<file path="src/rtl/fetch_stage.sv">
// Instruction-fetch stage for the 16-bit five-stage pipeline.
// Holds the PC and drives the instruction-memory request. Presents at most one
// instruction per cycle to the FD register under a valid/stall handshake.
// On a memory hit the instruction is presented in the same cycle, so the
// datapath outputs are combinational from state plus the memory response.
// A stalled hit is parked in a one-entry buffer. A redirect that lands during
// a miss waits in DRAIN until the outstanding request completes, because the
// address must stay stable while a request is open.
module fetch_stage #(
    parameter logic [15:0] RESET_PC  = 16'h0000,
    parameter logic [15:0] NOP_INSTR = 16'h0800
) (
    input  logic        i_clk,
    input  logic        i_rst,
    input  logic        i_stall,
    input  logic        i_redirect,
    input  logic [15:0] i_redirect_pc,
    input  logic        i_halt,
    output logic        o_imem_req,
    output logic [15:0] o_imem_addr,
    input  logic        i_imem_done,
    input  logic [15:0] i_imem_rdata,
    output logic [15:0] o_instr,
    output logic [15:0] o_pc_inc,
    output logic        o_valid
);

    localparam logic [1:0] S_FETCH = 2'd0;
    localparam logic [1:0] S_HOLD  = 2'd1;
    localparam logic [1:0] S_DRAIN = 2'd2;
    localparam logic [1:0] S_HALT  = 2'd3;

    logic [1:0]  r_state;
    logic [1:0]  w_state_nxt;
    logic [15:0] r_pc;
    logic [15:0] w_pc_nxt;
    logic [15:0] r_tgt;
    logic [15:0] w_tgt_nxt;
    logic [15:0] r_buf_instr;
    logic [15:0] r_buf_pc_inc;
    logic        r_halt_pend;
    logic        w_halt_pend_nxt;
    logic        w_buf_load;
    logic [15:0] w_pc_plus2;

    // Modulo-2^16 increment: 16'hFFFE wraps to 16'h0000 silently.
    assign w_pc_plus2 = r_pc + 16'd2;

    // Next-state, PC, target and halt-pending decisions; redirect outranks halt and stall.
    always_comb begin
        w_state_nxt     = r_state;
        w_pc_nxt        = r_pc;
        w_tgt_nxt       = r_tgt;
        w_halt_pend_nxt = r_halt_pend;
        w_buf_load      = 1'b0;
        case (r_state)
            S_FETCH: begin
                if (i_redirect) begin
                    w_halt_pend_nxt = 1'b0;
                    if (i_imem_done) begin
                        w_pc_nxt    = i_redirect_pc;
                        w_state_nxt = S_FETCH;
                    end else begin
                        w_tgt_nxt   = i_redirect_pc;
                        w_state_nxt = S_DRAIN;
                    end
                end else if (i_halt) begin
                    if (i_imem_done) begin
                        w_state_nxt = S_HALT;
                    end else begin
                        // Let the open request finish, then park without refetching.
                        w_halt_pend_nxt = 1'b1;
                        w_tgt_nxt       = r_pc;
                        w_state_nxt     = S_DRAIN;
                    end
                end else if (i_imem_done) begin
                    w_pc_nxt = w_pc_plus2;
                    if (i_stall) begin
                        w_buf_load  = 1'b1;
                        w_state_nxt = S_HOLD;
                    end else begin
                        w_state_nxt = S_FETCH;
                    end
                end else begin
                    w_state_nxt = S_FETCH;
                end
            end
            S_HOLD: begin
                if (i_redirect) begin
                    w_halt_pend_nxt = 1'b0;
                    w_pc_nxt        = i_redirect_pc;
                    w_state_nxt     = S_FETCH;
                end else if (i_halt) begin
                    w_state_nxt = S_HALT;
                end else if (!i_stall) begin
                    w_state_nxt = S_FETCH;
                end else begin
                    w_state_nxt = S_HOLD;
                end
            end
            S_DRAIN: begin
                if (i_redirect) begin
                    // Newest target wins; a pending halt is superseded.
                    w_halt_pend_nxt = 1'b0;
                    w_tgt_nxt       = i_redirect_pc;
                    if (i_imem_done) begin
                        w_pc_nxt    = i_redirect_pc;
                        w_state_nxt = S_FETCH;
                    end else begin
                        w_state_nxt = S_DRAIN;
                    end
                end else if (i_imem_done) begin
                    w_pc_nxt        = r_tgt;
                    w_halt_pend_nxt = 1'b0;
                    w_state_nxt     = r_halt_pend ? S_HALT : S_FETCH;
                end else begin
                    w_state_nxt = S_DRAIN;
                end
            end
            S_HALT: begin
                if (i_redirect) begin
                    w_halt_pend_nxt = 1'b0;
                    w_pc_nxt        = i_redirect_pc;
                    w_state_nxt     = S_FETCH;
                end else begin
                    w_state_nxt = S_HALT;
                end
            end
            default: begin
                w_state_nxt = S_FETCH;
            end
        endcase
    end

    // Control state, PC, target and halt-pending registers.
    always_ff @(posedge i_clk or posedge i_rst) begin
        if (i_rst) begin
            r_state     <= S_FETCH;
            r_pc        <= RESET_PC;
            r_tgt       <= RESET_PC;
            r_halt_pend <= 1'b0;
        end else begin
            r_state     <= w_state_nxt;
            r_pc        <= w_pc_nxt;
            r_tgt       <= w_tgt_nxt;
            r_halt_pend <= w_halt_pend_nxt;
        end
    end

    // One-entry skid buffer for a hit that arrives while downstream is stalled.
    always_ff @(posedge i_clk or posedge i_rst) begin
        if (i_rst) begin
            r_buf_instr  <= NOP_INSTR;
            r_buf_pc_inc <= 16'h0000;
        end else if (w_buf_load) begin
            r_buf_instr  <= i_imem_rdata;
            r_buf_pc_inc <= w_pc_plus2;
        end else begin
            r_buf_instr  <= r_buf_instr;
            r_buf_pc_inc <= r_buf_pc_inc;
        end
    end

    // Request and FD-facing outputs; a redirect or halt suppresses valid in its own cycle.
    always_comb begin
        o_imem_req  = 1'b0;
        o_imem_addr = r_pc;
        o_valid     = 1'b0;
        o_instr     = NOP_INSTR;
        o_pc_inc    = 16'h0000;
        if (i_rst) begin
            o_imem_req = 1'b0;
        end else begin
            case (r_state)
                S_FETCH: begin
                    o_imem_req = 1'b1;
                    if (i_imem_done && !i_redirect && !i_halt) begin
                        o_valid  = 1'b1;
                        o_instr  = i_imem_rdata;
                        o_pc_inc = w_pc_plus2;
                    end else begin
                        o_valid = 1'b0;
                    end
                end
                S_HOLD: begin
                    o_imem_req = 1'b0;
                    if (!i_redirect && !i_halt) begin
                        o_valid  = 1'b1;
                        o_instr  = r_buf_instr;
                        o_pc_inc = r_buf_pc_inc;
                    end else begin
                        o_valid = 1'b0;
                    end
                end
                S_DRAIN: begin
                    o_imem_req = 1'b1;
                end
                S_HALT: begin
                    o_imem_req = 1'b0;
                end
                default: begin
                    o_imem_req = 1'b0;
                end
            endcase
        end
    end

endmodule

</file>
<file path="config.mk">
export PLATFORM = sky130hd
export DESIGN_NAME = fetch_stage
export DESIGN_NICKNAME = d
export VERILOG_FILES = /design/src/rtl/fetch_stage.sv
export SDC_FILE = /design/constraint.sdc
export NUM_CORES = 1
export LEC_CHECK = 0
export ABC_AREA = 1
export BUFFER_PORTS_ARGS = -buffer_cell sky130_fd_sc_hd__buf_4
export CAP_MARGIN = 10
export CORE_ASPECT_RATIO = 1.2
export CORE_MARGIN = 2
export CORE_UTILIZATION = 30
export CTS_BUF_LIST = sky130_fd_sc_hd__clkbuf_4
export DETAILED_ROUTE_END_ITERATION = 7
export GPL_ROUTABILITY_DRIVEN = 0
export GPL_TIMING_DRIVEN = 0
export PLACE_DENSITY = 0.46
export SLEW_MARGIN = 20
export SYNTH_ARGS = -nofsm -noshare
export SYNTH_HDL_FRONTEND = slang
export SYNTH_SLANG_ARGS = --single-unit
</file>
<file path="constraint.sdc">
create_clock -name i_clk -period 5.1 [get_ports i_clk]
set_input_delay 0.255 -clock i_clk [delete_from_list [all_inputs] [get_ports i_clk]]
set_output_delay 0.255 -clock i_clk [all_outputs]
set_load 0.01 [all_outputs]
</file>
# Word level (Yosys, flattened, before mapping)
# Cells that the tools add are included.
[word_totals] reg_bits=67 latch_bits=0 mem_bits_rw=0 mem_bits_ro=0 out_inout_bits=50 elab_cells=81 n_memories=0
[classes] n_addsub=1 mul=0 div=0 order_cmp=0 n_eq_ne=11 shift=0 mux=51 n_bitwise=0 reduce_logical=12
[ops] cell="$mux W16" count=16
[ops] cell="$pmux W16 S2" count=3
[ops] cell="$pmux W16 S3" count=1
[ops] cell="$mux W2" count=10
[ops] cell="$ne A3 B3 Y1 const B" count=6
[ops] cell="$mux W1" count=17
[ops] cell="$add A16 B2 Y16 const B" count=1
[ops] cell="$pmux W2 S4" count=1
[ops] cell="$reduce_and A4 Y1" count=2
[ops] cell="$eq A2 B2 Y1 const B" count=2
[ops] cell="$pmux W1 S2" count=2
[ops] cell="$reduce_or A2 Y1" count=2
[ops] cell="$logic_and A1 B1 Y1" count=3
[ops] cell="$pmux W1 S3" count=1
[ops] cell="$reduce_and A3 Y1" count=1
[ops] cell="$eq A2 B1 Y1 const B" count=1
[ops] cell="$logic_not A1 Y1" count=2
[ops] cell="$logic_not A2 Y1" count=1
[ops] cell="$ne A2 B1 Y1 const B" count=1
[ops] cell="$ne A2 B2 Y1 const B" count=1
[ops] cell="$reduce_bool A2 Y1" count=1

# Depth between registers and ports, before layout
# Gate-level depths: netlist of the first run.
[depth] ltp_word=6 ltp_mapped=11 mapped_depth_nobuf=9

# Worst setup path after synthesis of the first run
# No wires, ideal clock.
[synth_timing] path_kind="input to output" start="input i_rst" end="output o_instr[11]" arrival_ns=2.262 path_slack_ns=2.583 path_stages=3 path_cell_list="clkbuf_1 -> inv_1 -> o2111ai_1"
[synth_between] elab_chain_cells=1
[synth_lines] element="start: declaration" line_no="14" source="input logic i_rst,"
[synth_lines] element="$mux W16" line_no="171" source="if (i_rst) begin"
[synth_lines] element="end: declaration" line_no="23" source="output logic [15:0] o_instr,"
# Every way passes these cells.

# Final worst setup path of the first run
[layout_timing] start="register r_pc[1] (netlist: o_imem_addr[1])" end="output o_pc_inc[15]"
[layout_between] elab_chain_cells=4
[layout_lines] element="start: declaration" line_no="35" source="logic [15:0] r_pc;"
[layout_lines] element="start signal: assignment" line_no="144" source="r_pc <= w_pc_nxt;"
[layout_lines] element="$add A16 B2 Y16" line_no="47" source="assign w_pc_plus2 = r_pc + 16'd2;"
[layout_lines] element="$mux W16" line_no="177" source="if (i_imem_done && !i_redirect && !i_halt) begin"
[layout_lines] element="$pmux W16 S2" line_no="174" source="case (r_state)"
[layout_lines] element="$mux W16" line_no="171"
[layout_lines] element="end: declaration" line_no="24" source="output logic [15:0] o_pc_inc,"
# Every way passes these cells.

==> results of run 1 <==
-- power groups by stage --
stage | combinational [uW] | sequential, uW | clock [uW]
floorplan | 1030 | 997 | 0
global placement | 1490 | 1040 | 0
detailed placement | 1510 | 1040 | 0
CTS | 1530 | 1030 | 501
global route | 1680 | 1070 | 523
finish | 1510 | 1030 | 485
-- worst paths after layout --
path | from | endpoint | slack (ns)
max | o_imem_addr[1] | o_pc_inc[15] | 2.54
min | i_redirect_pc[3] | r_tgt[3] | 0.08
max reg2reg | o_imem_addr[1] | o_imem_addr[7] | 3.38
min reg2reg | r_buf_instr[11] | r_buf_instr[11] | 0.48
max in group asynchronous | i_rst | r_tgt[3] | 4.04
min in group asynchronous | i_rst | r_buf_instr[4] | 0.46
-- per-layer routing --
metal,wire (um),GRT usage
met1,6630,0.258
met2,7550,0.335
met3,570,0.0270
met4,354,0.0860
met5,0,0
-- through the flow --
| stage | std cells | setup slack (ns) | util | hold slack, ns |
|---|---|---|---|---|
| final | 908 | 2.54 | 0.392 | 0.0761 |
| after global routing | 908 | 2.35 | 0.392 | 0.0941 |
| after floorplan | 614 | 2.58 | - | 0.345 |
| after CTS | 907 | 2.46 | 0.392 | 0.0560 |
| after detailed placement | 874 | 3.01 | 0.367 | 0.444 |
| after global placement | 873 | 1.46 | 0.365 | 0.461 |
-- what timing repair did --
action	in CTS	in global routing
hold buffers	17	0
buffers inserted	0	0
endpoints found under the hold margin	45	0
-- layout by cell type (no fill, tap or decap), types with 4 or more instances in the layout --
master / n
a21oi_1: 32
a21oi_2: 7
a22oi_1: 22
buf_2: 17
buf_4: 94
buf_6: 5
clkbuf_1: 4
clkbuf_4: 10
dfrtp_1: 66
dlygate4sd3_1: 17
inv_1: 30
inv_4: 4
nand2_1: 205
nand2_2: 4
nand2_4: 5
nand3_1: 37
nand4_1: 9
nor2_1: 75
o211ai_1: 4
o21a_1: 6
o21ai_0: 30
o21ai_2: 7
xor2_1: 5
-- cell type report --
type                    instances  area share
clock inverters                 6      0.0202
well taps                     175      0.0389
clock buffers                  10      0.0133
plain buffers                  36      0.0411
flip-flops and latches         67       0.298
repair buffers                102       0.146
inverters                      36      0.0267
multi-input cells             475       0.415
diodes                          1    0.000445
-- registers in the layout, indices dropped and copies added (netlist names) --
register / flops
r_halt_pend: 1
r_buf_pc_inc: 16
r_state: 2
r_buf_instr: 16
r_tgt: 16
o_imem_addr: 16
-- worst max-delay path, stage by stage, from the launching register on --
cell and delay [ns]:
dfrtp_1 0.48, ha_1 0.24, nand3_1 0.18, nor2_4 0.26, nand3_1 0.10, nand2_1 0.16, nand3_1 0.09, a21oi_1 0.18
buf_4 0.15
-- cells by family (layout without fill, tap and decap cells) --
family / after synthesis / count (layout) / synth area share
compound gates: 120 / 120 / 0.178
buf+inv: 72 / 190 / 0.0863
xor+xnor: 5 / 5 / 0.00997
flops: 67 / 67 / 0.382
fa+ha+maj: 1 / 1 / 0.00285
other cells: 0 / 1 / 0
simple gates: 349 / 349 / 0.341
==> impl_metrics.tcl, run 1 <==
set metrics [dict create \
    outcome "finished clean" \
    numPortBuffers 84 \
    grt_usage 0.200 \
    yosysWarnings 0 \
    finalClockSkew_ns 0.0192 \
    power.internal_uw 1640 \
    synth-seq-area-share 0.382 \
    syn_inst 614 \
    rsz0062_at_grt "false" \
    clockBufferDepth 2 \
    syn-num-nets 653 \
    cts_root_buf "clkbuf_4" \
    pwr-share-seq 0.340 \
    synth_common_cells "205 x nand2_1, 75 x nor2_1, 66 x dfrtp_1" \
    holdPathStages 3 \
    yosysUniqueCellTypes 38 \
    place_area_sq_mm 0.00527 \
    endpoint_kind "output port" \
    avgRoutedWirePerCell_um 16.6 \
    finalSetupViolCount 0 \
    syn_area_sq_mm 0.00439 \
    switching_power_uw 1390 \
    power_frac_comb 0.499 \
    synth_top_area_cell "dfrtp_1" \
    cap_violations 0 \
    yosysMostFrequentCell "nand2_1" \
    cts_made_buffers 9 \
    p_sw_frac 0.458 \
    synth_edf_count 0 \
    post_cts_resized 0 \
    power_uw 3030 \
    crit_required_ns 4.85 \
    cts_tree "done" \
    die_y_um 137 \
    multi_input_area_sq_mm 0.00234 \
    grt_overflow_total 0 \
    antenna_left 0 \
    clock-sinks 67 \
    synth_ff_type "dfrtp_1" \
    drc 0 \
    grt_max_degree 38 \
    synth-seq-cells 67 \
    reg2reg_depth 6 \
    drt_pass1_iterations 5 \
    worstSetupPathType "reg -> out" \
    cts.clk_slew.worst_paths_ns 0.12 \
    fin_area_sq_mm 0.00563 \
    grt_pass1_wl_um 23800 \
    crit_fanout 9 \
    hold_path.class "in -> reg" \
    drt_iter0_drc 316 \
    async_reset_ff_frac 1.00 \
    critical_path_arrival_ns 2.30 \
    yosysTopAreaCellShare 0.376 \
    first_global_vias 4469 \
    drive_above_1_share 0.243 \
    period_needed_ns 2.56 \
    power_density_mw_per_mm2 538 \
    die_area_sq_mm 0.0156 \
    core_sq_mm 0.0144 \
    fmax_ghz 0.391 \
    p_leak_uw 0.00273 \
    num-fill-cells 1569 \
    start_util 0.306 \
    cts-htree-levels 3 \
    via_count 4623 \
    cp-start-kind "flip-flop" \
    place_hpwl_um 11100 \
    clockPowerShare 0.160 \
    clk_latency_ns 0.47 \
    nets 766 \
    ir_drop_mv 0.174 \
    finalHoldViolations 0 \
    die_width_um 114 \
    tightest_slew_ns 0.556 \
    setup_tns_ns 0 \
    viasPerCell 5.09 \
    regArea_sq_mm 0.00168 \
    syn_avg_cell_area_sq_um 7.15 \
    slew_violations 0 \
    ios 88 \
    drt_wl_total_um 15100 \
    synth.area.top_cells "dfrtp_1 38%, nand2_1 18%, nor2_1 6.4%, nand3_1 4.2%, a22oi_1 3.8%" \
    rows 48 \
    antenna_found_initial 1 \
    area_growth_pct 28.1 \
    finalCritPeriodShare 0.501 \
    slew_headroom 0.629 \
]
No activity file was read; power rests on OpenSTA's default activity.
==> inputs of run 2 (changes only) <==
- clock period: 5.1 -> 2.7 ns (I/O delays scaled with it)
==> run 2 against run 1 <==
Compared with the run above: critical path type unchanged; clock skew is 0.0029 ns lower; worst setup slack worse by 2.3 ns; total power is 89% higher; critical endpoint is now o_pc_inc[7]; via count is 1.1% higher.
==> impl_metrics.tcl, run 2 (synthesis results as in run 1) <==
set metrics [dict create \
    drt_iter0_drc 338 \
    finalSetupViolCount 0 \
    cap_violations 0 \
    viasPerCell 5.08 \
    power_frac_comb 0.501 \
    power_density_mw_per_mm2 1000 \
    fmax_ghz 0.410 \
    regArea_sq_mm 0.00168 \
    clockPowerShare 0.160 \
    die_y_um 137 \
    cp_cell_sequence "ha_1 -> nand3_1 -> nor2_4 -> xor2_1 -> nand2_1 -> a21oi_1 -> buf_4" \
    slew_violations 0 \
    drt_wl_total_um 15200 \
    antenna_left 0 \
    drt_pass1_iterations 5 \
    critical_path_arrival_ns 2.30 \
    tightest_slew_ns 0.556 \
    grt_overflow_total 0 \
    layout_common_cells "205 x nand2_1, 94 x buf_4, 75 x nor2_1" \
    cts_tree "done" \
    post-cts-setup-buffer-count 0 \
    rsz0062_at_grt "false" \
    cts.clk_slew.worst_paths_ns 0.12 \
    multi_input_area_sq_mm 0.00234 \
    finalCritPeriodShare 0.902 \
    hold_path.class "in -> reg" \
    via_count 4672 \
    hold_slack_ns 0.0530 \
    p_leak_uw 0.00278 \
    worstSetupPathType "reg -> out" \
    clock-sinks 67 \
    antenna_found_initial 1 \
    ir_drop_mv 0.329 \
    first_global_vias 4506 \
    post_cts_resized 0 \
    grt_usage 0.201 \
    endpoint_kind "output port" \
    ios 88 \
    period_needed_ns 2.44 \
    clockBufferDepth 2 \
    p_sw_frac 0.458 \
    ctsHoldBuffers 28 \
    critPathMaxStageDelay_ns 0.47 \
    die_area_sq_mm 0.0156 \
    die_width_um 114 \
    rows 48 \
    finalHoldViolations 0 \
    place_hpwl_um 11100 \
    pwr-share-seq 0.339 \
    outcome "finished clean" \
    start_util 0.306 \
    clk_latency_ns 0.47 \
    cts_made_buffers 9 \
    cts_root_buf "clkbuf_4" \
    setup_tns_ns 0 \
    nets 777 \
    final_common_cell "nand2_1" \
    avgRoutedWirePerCell_um 16.5 \
    cp_slowest_cell "dfrtp_1" \
    grt_pass1_wl_um 23900 \
    cp-start-kind "flip-flop" \
    num-fill-cells 1562 \
    numPortBuffers 84 \
    drive_above_1_share 0.240 \
    drc 0 \
    cts-htree-levels 3 \
    crit_required_ns 2.57 \
    finalClockSkew_ns 0.0163 \
    power.internal_uw 3110 \
    crit_fanout 9 \
    slew_headroom 0.629 \
    core_sq_mm 0.0144 \
    grt_max_degree 38 \
    switching_power_uw 2630 \
    area_growth_pct 30.6 \
]
run 2: cell count changes in the layout (fill, tap and decap cells not counted):
cell	change
dlygate4sd3_1	+11
run 2: through the flow:
stage	instances	setup WS (ns)	instance area, sq um	utilization	total power, uW
floorplan	614	0.423	4390	-	3820
global placement	873	-0.704	5240	0.365	4770
detailed placement	874	0.725	5270	0.367	4830
CTS	918	0.179	5730	0.399	5790
global route	919	0.0726	5740	0.400	6200
finish	919	0.264	5740	0.400	5730
run 2: layout make-up:
type / instances / area share
Antenna cell: 1 / 0.000436
Buffer: 36 / 0.0403
Clock buffer: 10 / 0.0131
Clock inverter: 6 / 0.0198
Inverter: 36 / 0.0262
Multi-Input combinational cell: 475 / 0.407
Sequential cell: 67 / 0.292
Tap cell: 175 / 0.0382
Timing Repair Buffer: 113 / 0.162
run 2: routing by layer:
layer / global-route usage / wire, um / share of wire
met3: 0.0270 / 594 / 0.039
met1: 0.259 / 6660 / 0.44
met2: 0.336 / 7570 / 0.50
met4: 0.0881 / 358 / 0.024
met5: 0 / 0 / 0
run 2: final timing paths:
check	end	slack [ns]	startpoint	cells after the start
min in group asynchronous	r_buf_instr[4]	0.34	i_rst	3
setup reg to reg	o_imem_addr[7]	0.97	o_imem_addr[1]	6
max in group asynchronous	r_tgt[3]	1.77	i_rst	4
hold reg to reg	r_buf_instr[11]	0.48	r_buf_instr[11]	2
hold / removal	r_tgt[15]	0.05	i_redirect_pc[15]	4
setup / recovery	o_pc_inc[7]	0.26	o_imem_addr[1]	7
run 2: critical path: cells and delay by family (launching register included):
kind / cells / cell delay [ns]
XOR/XNOR: 1 / 0.29
flip-flops: 1 / 0.47
adder cells (fa/ha/maj): 1 / 0.24
buffers and inverters: 1 / 0.15
AO/OA/AOI/OAI: 1 / 0.17
AND/OR/NAND/NOR: 3 / 0.52
run 2: power groups by stage:
stage	clock network (uW)	registers, uW	logic (uW)
floorplan	0	1880	1940
global placement	0	1960	2810
detailed placement	0	1970	2860
CTS	946	1950	2900
global route	989	2020	3190
finish	916	1950	2870
==> inputs of run 3 (changes only) <==
- CELL_PAD_IN_SITES_DETAIL_PLACEMENT: not set -> 0
- CELL_PAD_IN_SITES_GLOBAL_PLACEMENT: not set -> 1
- CORE_MARGIN: 2 -> not set
- PLACE_DENSITY: 0.46 -> 0.61
==> run 3 against run 2 <==
Compared with the run above: register-to-register slack got worse by 0.04 ns; largest cell class unchanged; total power fell by 6.0%; sequential cell count did not move; clock skew fell by 0.0021 ns; worst setup slack improved by 0.0070 ns; design area fell by 2.6%; non-clock buffer count fell by 8; critical path type unchanged; die area fell by 3.2%; critical endpoint unchanged.
==> impl_metrics.tcl, run 3 (synthesis results as in run 1) <==
set metrics [dict create \
    crit_required_ns 2.57 \
    whs_endpoint "r_tgt[8]" \
    cts.clk_slew.worst_paths_ns 0.13 \
    hold_path.class "in -> reg" \
    clk_latency_ns 0.44 \
    power_uw 5390 \
    rsz0062_at_grt "false" \
    viasPerCell 4.85 \
    fmax_ghz 0.412 \
    drt_pass1_iterations 7 \
    core_sq_mm 0.0144 \
    cts_made_buffers 9 \
    tightest_slew_ns 0.534 \
    r2r_slack_ns 0.93 \
    reg2reg_depth 6 \
    worstSetupPathType "reg -> out" \
    area_growth_pct 27.2 \
    critical_path_arrival_ns 2.29 \
    p_leak_uw 0.00272 \
    worst_slack_ns 0.271 \
    grt_overflow_total 0 \
    pre_cts_slack_ns 0.728 \
    cap_violations 0 \
    place_hpwl_um 11000 \
    first_global_vias 4233 \
    antenna_left 0 \
    rr_startpoint "o_imem_addr[1]" \
    final_common_cell "nand2_1" \
    ir_drop_mv 0.453 \
    period_needed_ns 2.43 \
    reg2reg_to "o_imem_addr[7]" \
    clockBufferDepth 2 \
    rows 48 \
    numPortBuffers 84 \
    drc 0 \
    antenna_found_initial 1 \
    cts_root_buf "clkbuf_4" \
    maxUsedRoutingLayer "met4" \
    nets 769 \
    wl_met2_um 7020 \
    endpoint_kind "output port" \
    holdPathStages 3 \
    via_count 4421 \
    cts-htree-levels 3 \
    post_cts_resized 0 \
    finalClockSkew_ns 0.0142 \
    drt_iter0_drc 191 \
    crit_fanout 9 \
    slew_violations 0 \
    grt_max_degree 43 \
    hold_slack_ns 0.0367 \
    layout_common_cells "205 x nand2_1, 94 x buf_4, 75 x nor2_1" \
    clock-sinks 67 \
    slew_headroom 0.644 \
    cp-start-kind "flip-flop" \
    finalSetupViolCount 0 \
    ctsHoldBuffers 20 \
    wl_met1_um 6760 \
    post-cts-setup-buffer-count 0 \
    holdCritStartpoint "i_redirect_pc[8]" \
    outcome "finished clean" \
    start_util 0.306 \
    die_width_um 112 \
    die_area_sq_mm 0.0151 \
    power_density_mw_per_mm2 965 \
    finalHoldViolations 0 \
    avgRoutedWirePerCell_um 15.9 \
    die_y_um 135 \
    finalCritPeriodShare 0.900 \
    grt_usage 0.201 \
    met3_length_um 499 \
    drive_above_1_share 0.241 \
    grt_pass1_wl_um 23500 \
    ios 88 \
    drt_wl_total_um 14500 \
    cts_tree "done" \
]
[run 3: stage by stage]
stage               cells  instance area (sq um)  setup TNS, ns   util
floorplan             614                   4390              0      -
global placement      873                   5240         -28.02  0.365
detailed placement    874                   5270              0  0.367
CTS                   910                   5580              0  0.389
global route          911                   5590              0  0.389
finish                911                   5590              0  0.389
[run 3: final cells by class]
cell class	instances	area, sq um
Tap cell	175	219
Timing Repair Buffer	105	858
Inverter	36	150
Sequential cell	67	1680
Antenna cell	1	2.50
Fill cell	1557	8770
Clock buffer	9	67.6
Buffer	36	231
Clock inverter	7	43.8
Multi-Input combinational cell	475	2340
[run 3: report_power, final]
part | switching, uW | total, uW | leakage [uW] | internal, uW
Sequential | 434 | 1940 | 0.000814 | 1500
Clock | 421 | 607 | 0.0000635 | 186
Combinational | 1730 | 2850 | 0.00184 | 1120
Total | 2580 | 5390 | 0.00272 | 2810
[run 3: layer usage]
| layer | GRT usage | vias to the layer above |
|---|---|---|
| met5 | 0 | - |
| li1 | - | 2248 |
| met3 | 0.0206 | 16 |
| met2 | 0.346 | 103 |
| met4 | 0.0704 | 0 |
| met1 | 0.263 | 2054 |
[run 3: critical path: stages, from the launching register on]
cell     delay [ns]
dfrtp_1        0.50
ha_1           0.22
nand3_1        0.19
nor2_4         0.26
xor2_1         0.29
nand2_1        0.09
a21oi_1        0.15
buf_4          0.15
[run 3: worst max-delay path by stage]
stage              startpoint          end  slack, ns  cells after the start
2_1_floorplan           i_rst  o_instr[11]       0.42                      3
3_3_place_gp            i_rst  o_instr[11]      -0.63                      4
5_1_grt        o_imem_addr[1]  o_pc_inc[6]       0.07                      7
6_report       o_imem_addr[1]  o_pc_inc[7]       0.27                      7
4_1_cts        o_imem_addr[1]  o_pc_inc[7]       0.21                      7
3_5_place_dp   o_imem_addr[1]  o_pc_inc[7]       0.73                      7
